--- src/rtl/cas_player.sv ---
// Cassette tape emulator: streams a .CAS byte image from memory as CoCo FSK audio,
// one 1200 Hz cycle per 0 bit and one 2400 Hz cycle per 1 bit, LSB first.
module cas_player #(
   parameter int ADDR_W    = 16,
   parameter int HALF0_CYC = 23863,
   parameter int HALF1_CYC = 11931
) (
   input  logic              clk,
   input  logic              reset,
   input  logic              motor,
   input  logic              rewind,
   input  logic [ADDR_W-1:0] cas_len,
   output logic              rd_req,
   output logic [ADDR_W-1:0] rd_addr,
   input  logic [7:0]        rd_data,
   input  logic              rd_valid,
   output logic              casdout,
   output logic              busy,
   output logic              done
);

   localparam int CW = $clog2(HALF0_CYC + 1);
   localparam logic [CW-1:0] H0_LAST = CW'(HALF0_CYC - 1);
   localparam logic [CW-1:0] H1_LAST = CW'(HALF1_CYC - 1);

   typedef enum logic [2:0] {
      ST_IDLE,
      ST_FETCH,
      ST_WAIT,
      ST_HIGH,
      ST_LOW,
      ST_DONE
   } state_t;

   state_t            state_q, state_d;
   logic [ADDR_W-1:0] ptr_q, ptr_d;
   logic [ADDR_W-1:0] len_q, len_d;
   logic [7:0]        sr_q, sr_d;
   logic [2:0]        bitcnt_q, bitcnt_d;
   logic [CW-1:0]     cnt_q, cnt_d;
   logic [CW-1:0]     halfLast;

   always_ff @(posedge clk) begin
      if (!reset) begin
         state_q  <= ST_IDLE;
         ptr_q    <= '0;
         len_q    <= '0;
         sr_q     <= '0;
         bitcnt_q <= '0;
         cnt_q    <= '0;
      end else begin
         state_q  <= state_d;
         ptr_q    <= ptr_d;
         len_q    <= len_d;
         sr_q     <= sr_d;
         bitcnt_q <= bitcnt_d;
         cnt_q    <= cnt_d;
      end
   end

   // LOW reuses the half length of its HIGH because sr only shifts at the end of LOW.
   assign halfLast = sr_q[0] ? H1_LAST : H0_LAST;

   always_comb begin
      state_d  = state_q;
      ptr_d    = ptr_q;
      len_d    = len_q;
      sr_d     = sr_q;
      bitcnt_d = bitcnt_q;
      cnt_d    = cnt_q;
      if (rewind) begin
         state_d = ST_IDLE;
         ptr_d   = '0;
         cnt_d   = '0;
      end else begin
         case (state_q)
            ST_IDLE: begin
               if (motor) begin
                  if (cas_len == '0) begin
                     state_d = ST_DONE;
                  end else begin
                     len_d   = cas_len;
                     state_d = ST_FETCH;
                  end
               end
            end
            ST_FETCH: begin
               if (motor) state_d = ST_WAIT;
            end
            // Data already in flight is accepted even while paused; HIGH then holds.
            ST_WAIT: begin
               if (rd_valid) begin
                  sr_d     = rd_data;
                  bitcnt_d = '0;
                  ptr_d    = ptr_q + ADDR_W'(1);
                  cnt_d    = '0;
                  state_d  = ST_HIGH;
               end
            end
            ST_HIGH: begin
               if (motor) begin
                  if (cnt_q == halfLast) begin
                     cnt_d   = '0;
                     state_d = ST_LOW;
                  end else begin
                     cnt_d = cnt_q + CW'(1);
                  end
               end
            end
            ST_LOW: begin
               if (motor) begin
                  if (cnt_q == halfLast) begin
                     cnt_d = '0;
                     if (bitcnt_q != 3'd7) begin
                        sr_d     = sr_q >> 1;
                        bitcnt_d = bitcnt_q + 3'd1;
                        state_d  = ST_HIGH;
                     end else if (ptr_q < len_q) begin
                        state_d = ST_FETCH;
                     end else begin
                        state_d = ST_DONE;
                     end
                  end else begin
                     cnt_d = cnt_q + CW'(1);
                  end
               end
            end
            ST_DONE: state_d = ST_DONE;
            default: state_d = ST_IDLE;
         endcase
      end
   end

   always_comb begin
      rd_req  = (state_q == ST_FETCH) && motor && !rewind;
      rd_addr = ptr_q;
      casdout = (state_q == ST_HIGH);
      busy    = (state_q != ST_IDLE) && (state_q != ST_DONE);
      done    = (state_q == ST_DONE);
   end

endmodule
--- config.mk ---
export PLATFORM = sky130hd
export DESIGN_NAME = cas_player
export DESIGN_NICKNAME = d
export VERILOG_FILES = /design/src/rtl/cas_player.sv
export SDC_FILE = /design/constraint.sdc
export NUM_CORES = 1
export LEC_CHECK = 0
export CAP_MARGIN = 0
export CELL_PAD_IN_SITES_DETAIL_PLACEMENT = 0
export CELL_PAD_IN_SITES_GLOBAL_PLACEMENT = 1
export CORE_MARGIN = 2
export CORE_UTILIZATION = 44
export CTS_CLUSTER_SIZE = 40
export DETAILED_ROUTE_END_ITERATION = 8
export GPL_TIMING_DRIVEN = 0
export PLACE_DENSITY_LB_ADDON = 0.3
export REMOVE_ABC_BUFFERS = 1
export SETUP_SLACK_MARGIN = 0.05
export SYNTH_ARGS = -nofsm -noshare
export SYNTH_HDL_FRONTEND = slang
export SYNTH_SLANG_ARGS = --single-unit
--- constraint.sdc ---
create_clock -name clk -period 3.39 [get_ports clk]
set_input_delay 0.678 -clock clk [delete_from_list [all_inputs] [get_ports clk]]
set_output_delay 0.678 -clock clk [all_outputs]
set_load 0.01 [all_outputs]
Word level (Yosys, flattened, before mapping)
Index checks and enable logic that the tools add are counted.
{ "totals": {"reg_bits": 61, "in_bits": 29, "output_inout_bits": 20, "wordCells": 72} }
{ "classes": {"add_sub_neg": 3, "n_lt_le_gt_ge": 1, "eq_ne": 17, "mux": 26, "bitwise_logic": 3, "reduce_logical": 16} }
{ "ops": {"columns": ["op", "count"], "rows": [
  ["$mux 15", 4],
  ["$mux 3", 14],
  ["$mux 8", 4],
  ["$pmux 15 s2", 1],
  ["$pmux 3 s6", 1],
  ["$add 16x1->16 const B", 1],
  ["$logic_not 16->1", 1],
  ["$lt 16x16->1", 1],
  ["$pmux 8 s2", 1],
  ["$add 15x1->15 const B", 1],
  ["$eq 15x15->1", 1],
  ["$ne 2x2->1 const B", 7],
  ["$reduce_and 7->1", 1],
  ["$eq 3x2->1 const B", 2],
  ["$eq 3x3->1 const B", 2],
  ["$ne 3x3->1 const B", 2],
  ["$pmux 3 s2", 1],
  ["$reduce_and 6->1", 1],
  ["$ne 2x1->1 const B", 2],
  ["$reduce_and 4->1", 1],
  ["$reduce_bool 2->1", 2],
  ["$reduce_or 2->1", 2],
  ["$add 3x1->3 const B", 1],
  ["$eq 3x1->1 const B", 1],
  ["other kinds (7)", 11]
]} }

Depth between registers and ports, before layout
Gate-level depths: netlist of run 1.
{ "logic_depth": {"ltp_word": 6, "ltp_mapped": 9, "mapped_depth_nobuf": 8} }

Least setup slack after synthesis of run 1
OpenSTA, ideal clock, no wires.
{ "synth_timing": {"kind": "input port to flip-flop", "from": "input cas_len[3]", "to": "register len_q[10]", "setup_ns": 0.116, "arrival_time_ns": 1.960, "required_time_ns": 3.274, "slack_ns": 1.314, "stages": 6, "path_buffers": 1, "cell_sequence": "nor4_1 nand4_1 nand3_1 buf_2 mux2i_1 nor2b_1"} }
{ "synth_via": {"elab_chain_len": 3} }
{ "synth_lines": {"columns": ["element", "line", "source"], "rows": [
  ["start: declaration", "12", "input logic [ADDR_W-1:0] cas_len,"],
  ["$logic_not 16->1", "79", "if (cas_len == '0) begin"],
  ["$not 1->1 (no line)", null, null],
  ["$reduce_and 4->1 (no line)", null, null],
  ["end signal: assignment", "54", "len_q <= len_d;"],
  ["end: declaration", "37", "logic [ADDR_W-1:0] len_q, len_d;"]
]} }
No other way between the ends.
A chain may end at the register's enable or synchronous reset.

Worst setup path in the final report of run 1
{ "layout_timing": {"from": "input motor", "to": "output rd_req"} }
{ "layout_via": {"elab_chain_len": 2} }
{ "layout_lines": {"columns": ["element", "line", "source"], "rows": [
  ["start: declaration", "10", "input logic motor,"],
  ["$logic_and 1x1->1 (2 in a row)", "135", "rd_req = (state_q == ST_FETCH) && motor && !rewind;"],
  ["end: declaration", "13", "output logic rd_req,"]
]} }
No other way between the ends.

==> results.md, run 1 <==
* Longest Clk Path Bufs at 2
* Max Clk Rate at 324.6 MHz
* Worst hold slack at 0.4760 ns
* Post-layout nets at 483
* Antenna violations before repair at 0
* Origin of the worst setup path: motor
* Maximum number of pins on one net before global-route repair at 23
* Launching element type of the critical path: input pin
* Clock latency at the later pin of the worst-skew pair at 0.34 ns
* Total overflow reported by the global router at 0
* Row count at 31
* Number of setup violations in the final report at 0
* H-tree depth at 3
* CTS sink cnt at 61
* Clock period minus final worst setup slack at 3.081 ns
* Netlist area before placement at 3333 um^2
* Worst setup EP type: primary output
* First-pass iteration count of the detailed router at 4
* Sequential fraction of the synthesis area at 36.64%
* Slowest cell delay on critical path at 0.54 ns
* Logic depth of the worst setup path including buffers at 5
* Most used cells in the layout excluding fill and tap cells: 61 x sky130_fd_sc_hd__dfxtp_1, 48 x sky130_fd_sc_hd__clkdlybuf4s50_1, 39 x sky130_fd_sc_hd__nor2_1
* Root buffer selected by CTS: sky130_fd_sc_hd__clkbuf_8
* Global placement routability congestion at 0.8478
* Number of enable flip-flop cells after synthesis at 0
* Count of unresolved DRC violations after routing at 0
* Syn avg cell area at 8.569 um^2
* Unrepaired setup endpoints after global routing: false
* Total power per unit cell area at 386.7 nW/um^2
* Area growth from synthesis to layout at 22.97%
* Maximum clock skew at final layout at 0.008336 ns
* Chip Height at 91.04 um
* Half-perimeter wire length after detailed placement at 5.303 mm
* # IOs at 49
* Run status: finished clean
* Die Wd at 91.04 um
* Count of vias placed by the detailed router at 2,817
* Global-route wire length before repair at 12.29 mm
* Sw power at 360.3 uW
* Core area at 7292 um^2
* Most common cell after layout, fill and taps aside: sky130_fd_sc_hd__dfxtp_1
* Total power after layout at 1.585 mW
* Diode count at 0
* Routed length per instance at 13.35 um
* Number of cells on the worst reg-to-reg path at 8
* Via count of the first global-routing pass at 2,686
* Final cell utilization of the core at 56.21%
* Share of flip-flops with an asynchronous set or reset after synthesis at 0%
* P_leak at 1.578 nW
* Largest fanout on the critical path at 5
* Number of failing hold endpoints at the final stage at 0
* Count of antenna-violating nets left after detailed routing at 0
* Number of instances in the synthesized netlist at 389
* Worst slack, placed at 0.2473 ns
* Setup crit end: rd_req
* Reg2Reg Capture Point: cnt_q[12]
* Violation count after the first detailed-route iteration at 68
* Post-cts gate resize count at 0
* Setup repair bufs after CTS at 0
* Worst slew pin tran at 0.9724 ns
* CTS clock-pin slew for the worst setup and hold paths at 0.07 ns
* Buf/Inv on CP at 2
* Worst slew margin at 34.99%
* Register bit count reported by yosys at 61
* Distinct cell type count of the synthesized netlist at 54
* Fraction of layout cells with a size suffix above 1 at 5.923%
* Share of the clock period used by the worst path at 90.89%
* Critical-path cell list: clkdlybuf4s50_1 > nor2b_1 > nand2_1 > nor2_1 > clkdlybuf4s50_1
* Crit path top cell by count: sky130_fd_sc_hd__clkdlybuf4s50_1
* Comb power frac at 7.6%
* Cell Int Power at 1.225 mW
* CTS Hold Buffers Added at 0
* Clock tree from TritonCTS: built
* Total die area at 8287 um^2
* Starting utilization of the core area at 45.71%
* Least setup slack across all paths after layout at 0.3089 ns
* HP Class: reg2reg
* Max-cap violation count at 0
* Critical path's slowest cell: sky130_fd_sc_hd__clkdlybuf4s50_1
* R2R setup slack at 1.03 ns
* Data arrival time of the critical path at 2.40 ns
* Class of the most critical setup path: in2out
* R2r startpoint: state_q[1]
* Required arrival time at the worst endpoint at 2.71 ns
* Number of CTS-inserted buffers at 9
* Number of max-slew violations in the final report at 0
* Number of warnings printed during yosys synthesis at 0
* Clock network fraction of total power at 46.0%
* Total detailed-routing wirelength at 7.181 mm
* Portion of total power attributed to sequential cells at 46.4%
* Kind of cell adding the most delay to the critical path: buffers and inverters
* Overall track demand over capacity in global routing at 18.18%
* Detail-routed via count per cell at 5.236
* Max VDD drop at 0.0002285 V
* Setup TNS at 0 ns
* Share of total power consumed by net switching at 22.73%
* Port-buffer cells at 48
* Most frequently used flop master after synthesis: sky130_fd_sc_hd__dfxtp_1
-- how the worst min path moves through the flow --
stage / start / end / slack (ns) / depth (start not counted)
after floorplan: sr_q[7] / sr_q[7] / 0.45 / 2
after global placement: bitcnt_q[2] / bitcnt_q[2] / 0.46 / 2
after detailed placement: bitcnt_q[1] / bitcnt_q[1] / 0.47 / 2
after CTS: bitcnt_q[1] / bitcnt_q[1] / 0.48 / 2
after global routing: sr_q[4] / sr_q[3] / 0.51 / 2
final: sr_q[1] / sr_q[0] / 0.48 / 2
-- worst register-to-register path, cell delays in order, from the launching register on --
cell	delay, ns
sky130_fd_sc_hd__dfxtp_1	0.58
sky130_fd_sc_hd__nor2b_2	0.28
sky130_fd_sc_hd__nand2_2	0.10
sky130_fd_sc_hd__inv_2	0.10
sky130_fd_sc_hd__and2_4	0.15
sky130_fd_sc_hd__o21ai_2	0.08
sky130_fd_sc_hd__or4b_4	0.51
sky130_fd_sc_hd__or3_1	0.32
sky130_fd_sc_hd__a21oi_1	0.15
-- sequential cells by signal, summed over array words and instances, names as in the netlist --
signal    count
cnt_q        15
sr_q          8
state_q       3
len_q        16
bitcnt_q      3
rd_addr      16
-- final cells by class --
cell class	instances	area (um^2)
clock buffer	10	137.6
clock inverter	6	86.33
fill	713	3193
inverter	22	82.58
multi-input combinational	292	1967
sequential	61	1221
tap	99	123.9
timing repair buffer	48	480.5
-- layer usage --
layer | vias up | global-route usage, % | share of wire (%) | routed length (um)
met3 | 9 | 5.311 | 4.2 | 299
met5 | - | 0 | 0 | 0
li1 | 1461 | - | - | -
met1 | 1284 | 21.86 | 46 | 3337
met2 | 63 | 31.17 | 48 | 3460
met4 | 0 | 5.682 | 1.2 | 84
-- stage by stage --
step,instances,cell area (um^2)
final,538,4099
after CTS,538,4099
after floorplan,375,3271
after detailed placement,522,3875
after global routing,538,4099
after global placement,522,3875
-- Yosys cell counts, types with 2 or more instances --
master                     instances  area, um^2
sky130_fd_sc_hd__a21oi_1          16       80.08
sky130_fd_sc_hd__nand3_1          21       105.1
sky130_fd_sc_hd__o21ai_0           9       45.04
sky130_fd_sc_hd__inv_1            21       78.83
sky130_fd_sc_hd__or3_1             6       37.54
sky130_fd_sc_hd__a211oi_1          3       22.52
sky130_fd_sc_hd__nor2b_1          22       137.6
sky130_fd_sc_hd__nand4_1          11       68.82
sky130_fd_sc_hd__mux2i_1          18       180.2
sky130_fd_sc_hd__buf_2             5       25.02
sky130_fd_sc_hd__or2_1             2       12.51
sky130_fd_sc_hd__dfxtp_1          61        1221
sky130_fd_sc_hd__nor3_1            4       20.02
sky130_fd_sc_hd__and2_1            3       18.77
sky130_fd_sc_hd__o21ai_1           3       15.01
sky130_fd_sc_hd__nor2_1           39       146.4
sky130_fd_sc_hd__and4_1            2       17.52
sky130_fd_sc_hd__xnor2_1           5       43.79
sky130_fd_sc_hd__clkbuf_1          8       30.03
sky130_fd_sc_hd__and3_1            5       31.28
sky130_fd_sc_hd__ha_1             20       250.2
sky130_fd_sc_hd__xor2_1           17       148.9
sky130_fd_sc_hd__nor4bb_1          3       30.03
sky130_fd_sc_hd__nand2_1          29       108.9
sky130_fd_sc_hd__o21a_1            3       22.52
sky130_fd_sc_hd__a21boi_1          3       22.52
sky130_fd_sc_hd__nor4_1            5       31.28
sky130_fd_sc_hd__a311oi_1          9       78.83
sky130_fd_sc_hd__nand2b_1          8       50.05
sky130_fd_sc_hd__a21o_1            4       30.03
-- power groups by stage --
stage	clock network (mW)	logic, mW	registers [mW]
2_1_floorplan	0	0.0629	0.750
3_3_place_gp	0	0.119	0.752
3_5_place_dp	0	0.120	0.752
4_1_cts	0.751	0.121	0.736
5_1_grt	0.783	0.131	0.737
6_report	0.729	0.120	0.736
-- kinds of logic (layout without fill, tap and decap cells) --
| kind of cell | count (synthesis) | count (layout) | synth area share [%] |
|---|---|---|---|
| xor gates and xnor gates | 22 | 22 | 5.781 |
| buffers and inverters | 36 | 86 | 4.354 |
| and+or+nand+nor | 171 | 171 | 27.89 |
| DFF | 61 | 61 | 36.64 |
| AOI/OAI and AO/OA | 60 | 60 | 12.09 |
| muxes | 19 | 19 | 5.743 |
| adders and majority gates | 20 | 20 | 7.508 |
Power figures use the tool's default switching activity.
==> run 2: changes to the inputs <==
CORE_UTILIZATION = 25   (was 44)
==> run 2 against run 1 <==
Effect of this change:
- sequential share of layout area fell by 1.2 points
- maximum frequency barely moved
- routed wire length rose by 8.8%
- critical endpoint unchanged
==> results.md, run 2 (same netlist as run 1, synthesis figures left out) <==
* Fraction of layout cells with a size suffix above 1 at 5.023%
* Data arrival time of the critical path at 2.40 ns
* # IOs at 49
* Most used cells in the layout excluding fill and tap cells: 61 x sky130_fd_sc_hd__dfxtp_1, 48 x sky130_fd_sc_hd__clkdlybuf4s50_1, 39 x sky130_fd_sc_hd__nor2_1
* First-pass iteration count of the detailed router at 4
* Via count of the first global-routing pass at 2,831
* Required arrival time at the worst endpoint at 2.71 ns
* Number of failing hold endpoints at the final stage at 0
* Max VDD drop at 0.0002264 V
* Max Clk Rate at 324.4 MHz
* Clock period minus final worst setup slack at 3.083 ns
* Crit path top cell by count: sky130_fd_sc_hd__clkdlybuf4s50_1
* Max-cap violation count at 0
* Share of the clock period used by the worst path at 90.94%
* Multi-input combinational cell area at 1967 um^2
* HP Class: reg2reg
* Detail-routed via count per cell at 4.546
* Total overflow reported by the global router at 0
* Run status: finished clean
* Worst slew margin at 33.14%
* Unrepaired setup endpoints after global routing: false
* Maximum clock skew at final layout at 0.005922 ns
* CTS Hold Buffers Added at 0
* Worst setup EP type: primary output
* Starting utilization of the core area at 25.37%
* Core area at 13,140 um^2
* Half-perimeter wire length after detailed placement at 5.963 mm
* Largest fanout on the critical path at 5
* Total power after layout at 1.770 mW
* Violation count after the first detailed-route iteration at 108
* Count of antenna-violating nets left after detailed routing at 0
* Critical path's slowest cell: sky130_fd_sc_hd__clkdlybuf4s50_1
* Post-layout nets at 483
* Area growth from synthesis to layout at 27.97%
* Slowest cell delay on critical path at 0.59 ns
* Most common cell after layout, fill and taps aside: sky130_fd_sc_hd__dfxtp_1
* Class of the most critical setup path: in2out
* Total die area at 14,270 um^2
* Clock latency at the later pin of the worst-skew pair at 0.33 ns
* Count of vias placed by the detailed router at 2,791
* Post-cts gate resize count at 0
* Clock tree from TritonCTS: built
* Port-buffer cells at 48
* Number of setup violations in the final report at 0
* Row count at 42
* Number of CTS-inserted buffers at 9
* Routed length per instance at 12.72 um
* Longest Clk Path Bufs at 2
* Antenna violations before repair at 0
* Die Wd at 119.5 um
* Register Area at 1221 um^2
* Launching element type of the critical path: input pin
* Chip Height at 119.5 um
* CTS sink cnt at 61
* Global-route wire length before repair at 13.45 mm
* Root buffer selected by CTS: sky130_fd_sc_hd__clkbuf_16
* Diode count at 0
* H-tree depth at 3
* Total power per unit cell area at 415.0 nW/um^2
* Buf/Inv on CP at 2
* Total detailed-routing wirelength at 7.813 mm
* Kind of cell adding the most delay to the critical path: buffers and inverters
* Maximum number of pins on one net before global-route repair at 23
* Worst slew pin tran at 1.000 ns
* Count of unresolved DRC violations after routing at 0
* P_leak at 1.609 nW
* Critical-path cell list: clkdlybuf4s50_1 > nor2b_1 > nand2_1 > nor2_1 > clkdlybuf4s50_1
* Global placement routability congestion at 0.8217
* Setup TNS at 0 ns
* Number of max-slew violations in the final report at 0
* Overall track demand over capacity in global routing at 11.76%
* Setup repair bufs after CTS at 0
* CTS clock-pin slew for the worst setup and hold paths at 0.05 ns
* Filler cell count in the final layout at 1,387
run 2: changes by cell type in the layout (fill, tap and decap cells not counted), sizes merged:
cell / before / now
bufinv: 2 / 1
clkbuf: 10 / 14
clkinv: 3 / 0
clkinvlp: 1 / 0
run 2: worst paths after layout:
kind | endpoint | start | depth (start not counted) | slack [ns]
setup / recovery | rd_req | motor | 5 | 0.31
hold / removal | sr_q[5] | sr_q[6] | 2 | 0.47
setup reg to reg | cnt_q[14] | state_q[1] | 8 | 1.06
hold reg to reg | sr_q[5] | sr_q[6] | 2 | 0.47
run 2: tightest hold or removal path: cells and delay by family (launching register included):
family	cells	cell delay, ns
DFF	1	0.30
AOI/OAI and AO/OA	1	0.07
and+or+nand+nor	1	0.05
run 2: per-layer routing:
| layer | vias up | wire, um | GRT usage (%) |
|---|---|---|---|
| li1 | 1456 | - | - |
| met1 | 1283 | 3677 | 13.95 |
| met2 | 41 | 3718 | 20.14 |
| met3 | 11 | 292 | 3.736 |
| met4 | 0 | 124 | 3.676 |
| met5 | - | 0 | 0 |
run 2: layout make-up:
| class | count | share of cell area (%) |
|---|---|---|
| timing repair buffer | 48 | 11.26 |
| sequential | 61 | 28.63 |
| tap | 176 | 5.163 |
| clock inverter | 1 | 0.7040 |
| inverter | 22 | 1.936 |
| multi-input combinational | 292 | 46.11 |
| clock buffer | 14 | 6.189 |
run 2: where the power goes:
part	internal, mW	switching, mW
Clock	0.605	0.307
Sequential	0.729	0.00826
Combinational	0.0647	0.0564
run 2: stage by stage:
stage	area (um^2)	setup slack, ns	util, %	instances	hold slack (ns)
after global routing	4265	0.1449	32.47	614	0.4969
after detailed placement	3971	0.1496	30.23	599	0.4651
final	4265	0.3072	32.47	614	0.4694
after CTS	4265	0.2823	32.47	614	0.4722
after floorplan	3271	1.257	-	375	0.4453
after global placement	3971	0.2197	30.23	599	0.4571
